--- config.mk ---
export PLATFORM = sky130hd
export DESIGN_NAME = config_chain_loader
export DESIGN_NICKNAME = d
export VERILOG_FILES = /design/src/rtl/config_chain_loader.sv
export SDC_FILE = /design/constraint.sdc
export NUM_CORES = 1
export LEC_CHECK = 0
export ABC_AREA = 1
export BUFFER_PORTS_ARGS = -buffer_cell sky130_fd_sc_hd__buf_2
export CAP_MARGIN = 5
export CORE_MARGIN = 5
export CORE_UTILIZATION = 55
export CTS_CLUSTER_SIZE = 20
export DETAILED_ROUTE_END_ITERATION = 10
export HOLD_SLACK_MARGIN = 0.02
export PLACE_DENSITY = 0.77
export SLEW_MARGIN = 15
export SYNTH_ARGS = -nofsm -noshare
export SYNTH_HDL_FRONTEND = slang
export SYNTH_SLANG_ARGS = --single-unit
--- constraint.sdc ---
create_clock -name clk -period 3.1 [get_ports clk]
set_input_delay 0.62 -clock clk [delete_from_list [all_inputs] [get_ports clk]]
set_output_delay 0.62 -clock clk [all_outputs]
set_load 0.05 [all_outputs]
--- src/rtl/config_chain_loader.sv ---
// config_chain_loader
//   Streams a host bitstream (WORD_W-bit words, LSB first) into a serial
//   configuration shift chain of CHAIN_LEN bits, then pulses set_in to commit
//   the chain into the configuration registers and pulses done.
//
// Ports
//   clk, rst        clock, synchronous active-high reset
//   start, abort    begin a load (idle only) / cancel a load in progress
//   in_data/in_valid/in_ready  word stream, valid/ready handshake
//   cen, shift_in   chain shift enable and serial data into the chain
//   shift_out       serial data returning from the chain tail
//   set_in          one-cycle commit pulse
//   busy, done      load in progress (SHIFT or SET) / one-cycle completion pulse
//   rb_data/rb_valid  chain readback words (only with CONFIG_READBACK_EN)
//
// Optional feature: define CONFIG_READBACK_EN to collect shift_out into
// WORD_W-bit readback words.
module config_chain_loader #(
  parameter int CHAIN_LEN = 120,
  parameter int WORD_W    = 8
) (
  input  logic              clk,
  input  logic              rst,
  input  logic              start,
  input  logic              abort,
  input  logic [WORD_W-1:0] in_data,
  input  logic              in_valid,
  output logic              in_ready,
  output logic              cen,
  output logic              shift_in,
  input  logic              shift_out,
  output logic              set_in,
  output logic              busy,
  output logic              done
`ifdef CONFIG_READBACK_EN
  ,
  output logic [WORD_W-1:0] rb_data,
  output logic              rb_valid
`endif
);

  localparam int CW = $clog2(CHAIN_LEN + 1);
  localparam int BW = $clog2(WORD_W + 1);

  typedef enum logic [1:0] {IDLE, SHIFT, SET, DONE} state_t;
  state_t state, state_nxt;

  logic [CW-1:0]     bits_left;   // chain bits not yet shifted out
  logic [WORD_W-1:0] wbuf;
  logic [BW-1:0]     buf_cnt;     // valid bits left in wbuf
  logic [CW-1:0]     pend;        // chain bits not yet accepted from the host
  logic [BW-1:0]     load_n;
  logic [WORD_W-1:0] load_mask;
  logic              accept;

  // Bits still buffered are already accounted for in bits_left.
  assign pend   = bits_left - CW'(buf_cnt);
  assign accept = in_ready && in_valid && !abort;

  always_comb begin
    load_n = '0;
    if (int'(pend) >= WORD_W) load_n = BW'(WORD_W);
    else                      load_n = BW'(pend);
  end

  // Shift by WORD_W yields zero, so a full word gives an all-ones mask.
  assign load_mask = ~({WORD_W{1'b1}} << load_n);

  // State register
  always_ff @(posedge clk) begin
    if (rst) state <= IDLE;
    else     state <= state_nxt;
  end

  // Next state
  always_comb begin
    state_nxt = state;
    case (state)
      IDLE:  if (start) state_nxt = SHIFT;
      SHIFT: begin
        if (abort)                             state_nxt = IDLE;
        else if (cen && bits_left == CW'(1))   state_nxt = SET;
      end
      SET:   state_nxt = DONE;
      DONE:  state_nxt = IDLE;
      default: state_nxt = IDLE;
    endcase
  end

  // Outputs
  always_comb begin
    in_ready = 1'b0;
    cen      = 1'b0;
    shift_in = 1'b0;
    set_in   = 1'b0;
    busy     = 1'b0;
    done     = 1'b0;
    case (state)
      SHIFT: begin
        busy     = 1'b1;
        // abort freezes the chain in the cycle it is seen
        cen      = (buf_cnt != '0) && !abort;
        shift_in = cen && wbuf[0];
        // a new word may land while the last buffered bit goes out: no bubble
        in_ready = (pend != '0) && (buf_cnt <= BW'(1));
      end
      SET: begin
        busy   = 1'b1;
        set_in = 1'b1;
      end
      DONE:    done = 1'b1;
      default: ;
    endcase
  end

  // Bit counter and word buffer
  always_ff @(posedge clk) begin
    if (rst) begin
      bits_left <= '0;
      wbuf      <= '0;
      buf_cnt   <= '0;
    end else if (state == IDLE) begin
      if (start) begin
        bits_left <= CW'(CHAIN_LEN);
        wbuf      <= '0;
        buf_cnt   <= '0;
      end
    end else if (state == SHIFT && !abort) begin
      if (cen) bits_left <= bits_left - CW'(1);
      if (accept) begin
        wbuf    <= in_data & load_mask;
        buf_cnt <= load_n;
      end else if (cen) begin
        wbuf    <= wbuf >> 1;
        buf_cnt <= buf_cnt - BW'(1);
      end
    end
  end

`ifdef CONFIG_READBACK_EN
  logic [WORD_W-1:0] col_q, col_nxt;
  logic [BW-1:0]     col_cnt;

  assign col_nxt = col_q | (WORD_W'(shift_out) << col_cnt);

  // Emit on a full group or on the last chain bit; unused high bits stay 0.
  always_ff @(posedge clk) begin
    if (rst) begin
      col_q    <= '0;
      col_cnt  <= '0;
      rb_data  <= '0;
      rb_valid <= 1'b0;
    end else begin
      rb_valid <= 1'b0;
      if (state == IDLE && start) begin
        col_q   <= '0;
        col_cnt <= '0;
      end else if (cen) begin
        if (col_cnt == BW'(WORD_W - 1) || bits_left == CW'(1)) begin
          rb_data  <= col_nxt;
          rb_valid <= 1'b1;
          col_q    <= '0;
          col_cnt  <= '0;
        end else begin
          col_q   <= col_nxt;
          col_cnt <= col_cnt + BW'(1);
        end
      end
    end
  end
`else
  logic unused_shift_out;
  assign unused_shift_out = shift_out;
`endif

endmodule

==> results of run 1 <==
-- per-layer routing --
layer | track usage | vias to the layer above | part of all wire
li1 | - | 783 | -
met5 | 0 | - | 0
met3 | 0.0288 | 5 | 0.050
met1 | 0.229 | 635 | 0.49
met4 | 0.0557 | 0 | 0.016
met2 | 0.247 | 31 | 0.45
-- final timing paths --
check / cells past startpoint / from / to
setup / recovery: 13 / bits_left[0] / in_ready
setup reg to reg: 16 / bits_left[0] / wbuf[1]
hold / removal: 1 / bits_left[0] / bits_left[0]
hold reg to reg: 1 / bits_left[0] / bits_left[0]
-- registers in the layout, indices dropped and copies added (netlist names), named ones only --
signal / flops
wbuf: 8
bits_left: 7
buf_cnt: 4
state: 1
-- power breakdown --
group          switching (W)  leakage [nW]  total [W]  internal [W]
combinational       0.000655         0.616   0.000962      0.000307
sequential         0.0000483         0.172   0.000368      0.000320
clock              0.0000900        0.0150   0.000140     0.0000504
-- logic make-up (layout without fill, tap and decap cells) --
kind of cell	count (synthesis)	in the layout	share of synthesized area
AO/OA/AOI/OAI	40	40	0.155
AND/OR/NAND/NOR	116	116	0.319
adder cells (fa/ha/maj)	14	14	0.119
flip-flops	21	21	0.275
buffers and inverters	42	61	0.115
XOR/XNOR	3	3	0.0172
-- area by class of cell --
| type | instances | share of cell area |
|---|---|---|
| multi-input cells | 173 | 0.560 |
| flip-flops and latches | 21 | 0.253 |
| inverters | 37 | 0.0833 |
| repair buffers | 20 | 0.0646 |
| well taps | 31 | 0.0233 |
| clock buffers | 4 | 0.0158 |
-- layout by cell type (no fill, tap or decap) --
cell type and n:
nand2_2 3, o211a_1 1, clkbuf_4 4, dfxtp_2 1, nand3_2 2, a31oi_1 3, dfxtp_1 20, a21oi_1 15
o21ai_0 10, xor2_1 2, o21ai_1 3, nor2_4 1, o21bai_1 1, ha_1 13, nor2_1 23, fa_1 1
a21oi_2 6, nand4_1 5, buf_2 17, xnor2_1 1, nor3_1 3, o21a_1 1, buf_4 2, nand2_1 72
inv_2 3, clkbuf_1 1, nand3_1 7, inv_1 34
-- cells in the mapped netlist --
library cell,count
buf_6,2
dfxtp_1,21
o21ai_0,10
nand4_1,5
inv_2,3
nand3_2,2
fa_1,1
xor2_1,2
o211a_1,1
a21oi_2,6
nor3_1,3
nor2_1,23
a21oi_1,15
o21a_1,1
o21bai_1,1
buf_4,1
xnor2_1,1
nor2_4,1
nand2_1,72
inv_1,34
nand3_1,7
o21ai_1,3
ha_1,13
nand2_2,3
a31oi_1,3
clkbuf_1,2
-- through the flow --
step	setup slack, ns	hold slack [ns]	util
global placement	0.580	0.454	0.601
finish	0.200	0.457	0.615
CTS	0.180	0.476	0.611
global route	0.0102	0.491	0.615
floorplan	0.708	0.443	-
detailed placement	0.559	0.458	0.601
-- critical path, delay by kind of cell (launching register included) --
| family | cells | cell delay, ns |
|---|---|---|
| simple gates | 7 | 0.66 |
| fa+ha+maj | 2 | 0.55 |
| buf+inv | 4 | 0.40 |
| flops | 1 | 0.36 |
-- timing repair --
| item | CTS | global route |
|---|---|---|
| setup endpoints to repair | 0 | 1 |
| buffers inserted | 0 | 1 |
| gates resized for setup | 0 | 2 |
| hold endpoints to repair | 0 | 0 |
==> qor.txt, run 1 <==
Static Leak -> 0.802 nW
Syn Nets -> 264
core area -> 0.00271 sq mm
critical path fanouts, max -> 4
Clock Latency Late Sink -> 0.32 ns
Clock Pin Slew Worst Setup and Hold Paths -> 0.13 ns
Initial DRC Count -> 75
Yosys top cell area share -> 0.275
sequential fraction of the synthesis area -> 0.275
max incr delay on CP -> 0.40 ns
Ports -> 20
Synth area leader -> dfxtp_1
register-to-register setup slack -> 0.67 ns
Area Overhead vs Synth -> 8.91%
depth of the CTS H-tree -> 1
Rel. slew slack -> 0.699
RSZ-0062 raised after global routing -> false
fmax -> 345 MHz
# DRC -> 0
synthesized area -> 0.00153 sq mm
Die Ht -> 62.7 um
CTS tree -> done
pwr dens -> 882 mW/mm^2
GP Congestion -> 0.878
Ys Warns -> 0
share of layout cells above drive strength 1 -> 0.153
via count -> 1454
Slowest cell on crit path -> fa_1
ranking of synthesized cells by area -> dfxtp_1 (27%), nand2_1 (18%), ha_1 (11%)
CTS Hold Bufs -> 0
DR vias/cell -> 5.08
Setup TNS Final -> 0 ns
FF+latch count, synth -> 21
CTS Sinks -> 21
placed cell count -> 281
status -> complete, no violations
Post-Layout Cell Count -> 286
Final Cell Area -> 0.00167 sq mm
Final ANT Viol Nets -> 0
drt first pass iters -> 4
global-route wire length before repair -> 5.28 mm
critical path class -> flop to output pin
TritonCTS Buffers -> 3
CTS Buffer Depth -> 2
minimum clock period after layout -> 2.90 ns
CP endpoint kind -> output pin
initial core utilization -> 0.565
initial antenna violation count -> 0
Worst IR Drop VDD -> 0.612 mV
area of placed instances -> 0.00163 sq mm
CP required -> 2.48 ns
worst hold path type -> flop to flop
Startpoint Class -> flop
DIE WIDTH -> 62.7 um
Global Route Usage Sum -> 0.163
Synth Area per Inst -> 6.48 sq um
Hold Violations, Final -> 0
crit path DAT -> 2.28 ns
Cells after Synth -> 236
# setup viols final -> 0
clk root buf -> clkbuf_4
die area -> 0.00394 sq mm
post-DP HPWL -> 2.34 mm
Diodes inserted -> 0
Overflow after GRT -> 0
Register Area -> 422 sq um
Pins Over Slew Limit -> 0
Worst-Margin Slew -> 0.452 ns
footprint of the multi-input gates -> 933 sq um
final wirelength -> 3.06 mm
row cnt -> 19
period utilization -> 0.936
post-synthesis cell type count -> 26
max_cap viols -> 0
total power -> 0.00147 W
Cell Chain, Critical Path -> inv_1, ha_1, inv_1, fa_1, nand3_1, nand2_1, nand2_1, nand2_2, nor2_4, nand3_2, nand2_1, inv_1, clkbuf_4
drt wl/cell -> 10.7 um
vias in the first global route -> 1241
clock skew -> 0.00937 ns
fin nets -> 284
Filler cells -> 280
largest net degree at the start of global routing -> 22
I/O Buffers -> 18
Power figures use the tool's default switching activity.
==> run 2, diff against run 1 <==
==> constraint.sdc (replaced) <==
create_clock -name clk -period 3.1 [get_ports clk]
set_input_delay 0.31 -clock clk [delete_from_list [all_inputs] [get_ports clk]]
set_output_delay 0.31 -clock clk [all_outputs]
set_load 0.05 [all_outputs]
==> qor.txt, run 2 (synthesis results as in run 1) <==
status -> complete, no violations
critical path fanouts, max -> 6 (+2)
Clock Latency Late Sink -> 0.30 ns (-0.02 ns)
Diodes inserted -> 0 (unchanged)
CP endpoint kind -> output pin
Clock Pin Slew Worst Setup and Hold Paths -> 0.12 ns (about the same)
fin nets -> 283 (-0.35%)
CTS-repair resized insts -> 0 (unchanged)
clock skew -> 0.00135 ns (-0.00802 ns)
final wirelength -> 3.17 mm (+3.4%)
largest registers -> wbuf x8, bits_left x7, buf_cnt x4
Area Overhead vs Synth -> 8.26%
initial core utilization -> 0.565 (unchanged)
period utilization -> 0.838 (-0.0972)
Hold EP -> wbuf[7]
worst hold path type -> input pin to flop
Reg2Reg Depth -> 16 (unchanged)
Die Ht -> 62.7 um (unchanged)
largest net degree at the start of global routing -> 22 (unchanged)
drt first pass iters -> 5 (+1)
total power -> 0.00144 W (-1.9%)
RSZ-0062 raised after global routing -> false
Global Route Usage Sum -> 0.165 (+0.00235)
Register Area -> 420 sq um (-0.30%)
postcts setup bufs -> 0 (unchanged)
R2R Path End -> wbuf[1]
Biggest register -> wbuf
DR vias/cell -> 5.03 (-1.1%)
commonest non-fill, non-tap cell in the layout -> nand2_1
via count -> 1433 (-1.4%)
max_cap viols -> 0 (unchanged)
CTS Hold Bufs -> 0 (unchanged)
Hold Slack -> 0.288 ns (-0.169 ns)
depth of the CTS H-tree -> 1 (unchanged)
minimum clock period after layout -> 2.60 ns (-0.301 ns)
global-route wire length before repair -> 5.43 mm (+2.9%)
Initial DRC Count -> 62 (-17%)
most frequent cells in the layout -> nand2_1 (72), inv_1 (34), nor2_1 (23)
Setup crit start -> bits_left[0]
I/O Buffers -> 18 (unchanged)
Pins Over Slew Limit -> 0 (unchanged)
Rel. slew slack -> 0.695 (-0.00421)
CP required -> 2.79 ns (+0.31 ns)
fmax -> 385 MHz (+12%)
pwr dens -> 871 mW/mm^2 (-1.3%)
drt wl/cell -> 11.1 um (+3.8%)
CTS Sinks -> 21 (unchanged)
DIE WIDTH -> 62.7 um (unchanged)
register-to-register setup slack -> 0.68 ns (about the same)
# setup viols final -> 0 (unchanged)
# DRC -> 0 (unchanged)
clk root buf -> clkbuf_4
crit path DAT -> 2.29 ns (about the same)
Final ANT Viol Nets -> 0 (unchanged)
TritonCTS Buffers -> 3 (unchanged)
share of layout cells above drive strength 1 -> 0.150 (-0.00333)
GP Congestion -> 0.838 (-4.6%)
footprint of the multi-input gates -> 933 sq um (unchanged)
max reg flops -> 8 (unchanged)
CTS Buffer Depth -> 2 (unchanged)
Static Leak -> 0.800 nW (-0.25%)
vias in the first global route -> 1285 (+3.5%)
post-DP HPWL -> 2.40 mm (+2.5%)
Startpoint Class -> flop
initial antenna violation count -> 0 (unchanged)
reg2reg start -> bits_left[0]
core area -> 0.00271 sq mm (unchanged)
Hold Violations, Final -> 0 (unchanged)
row cnt -> 19 (unchanged)
Hold Crit Start -> in_data[7]
die area -> 0.00394 sq mm (unchanged)
CTS tree -> done
Worst-Margin Slew -> 0.458 ns (+0.00632 ns)
Worst IR Drop VDD -> 0.575 mV (-6.0%)
Worst Hold Path Cells -> 3 (+2)
Setup TNS Final -> 0 ns (unchanged)
Overflow after GRT -> 0 (unchanged)
Filler cells -> 286 (+2.1%)
Ports -> 20 (unchanged)
critical path class -> flop to output pin
## run 2: critical path, cell delays in order (launching register included)
cell and delay (ns):
dfxtp_1 0.36, inv_1 0.11, ha_1 0.15, inv_1 0.06, fa_1 0.41, nand3_1 0.09
nand2_1 0.07, nand2_1 0.08, nand2_2 0.07, nor2_4 0.15, nand3_2 0.12, nand2_1 0.08
inv_1 0.04, buf_2 0.20
## run 2: how the worst max path moves through the flow
stage / end / cells after the start
3_5_place_dp: buf_cnt[2] / 17
5_1_grt: in_ready / 13
4_1_cts: in_ready / 13
6_report: in_ready / 13
3_3_place_gp: wbuf[1] / 16
2_1_floorplan: in_ready / 11
## run 2: power by group
part           switching [W]  internal, W  total, W
clock network      0.0000884    0.0000481  0.000137
logic               0.000652     0.000285  0.000937
registers          0.0000494     0.000320  0.000369
total               0.000790     0.000653   0.00144
## run 2: final cells by class
class,instances,area share
Sequential cell,21,0.254
Tap cell,31,0.0234
Inverter,37,0.0838
Clock inverter,1,0.00302
Clock buffer,3,0.0136
Multi-Input combinational cell,173,0.563
Timing Repair Buffer,19,0.0589
## run 2: metal layers
| metal | up-vias | track usage | wire length (um) |
|---|---|---|---|
| met5 | - | 0 | 0 |
| met4 | 0 | 0.0531 | 29 |
| met1 | 624 | 0.225 | 1590 |
| li1 | 783 | - | - |
| met3 | 2 | 0.0306 | 113 |
| met2 | 24 | 0.260 | 1440 |
## run 2: stage by stage
step	instances	cell area (sq um)	setup WS, ns	utilization
after floorplan	236	1530	1.02	-
after global placement	281	1630	0.742	0.601
after detailed placement	281	1630	0.728	0.601
after CTS	285	1660	0.487	0.611
after global routing	285	1660	0.314	0.611
final	285	1660	0.501	0.611
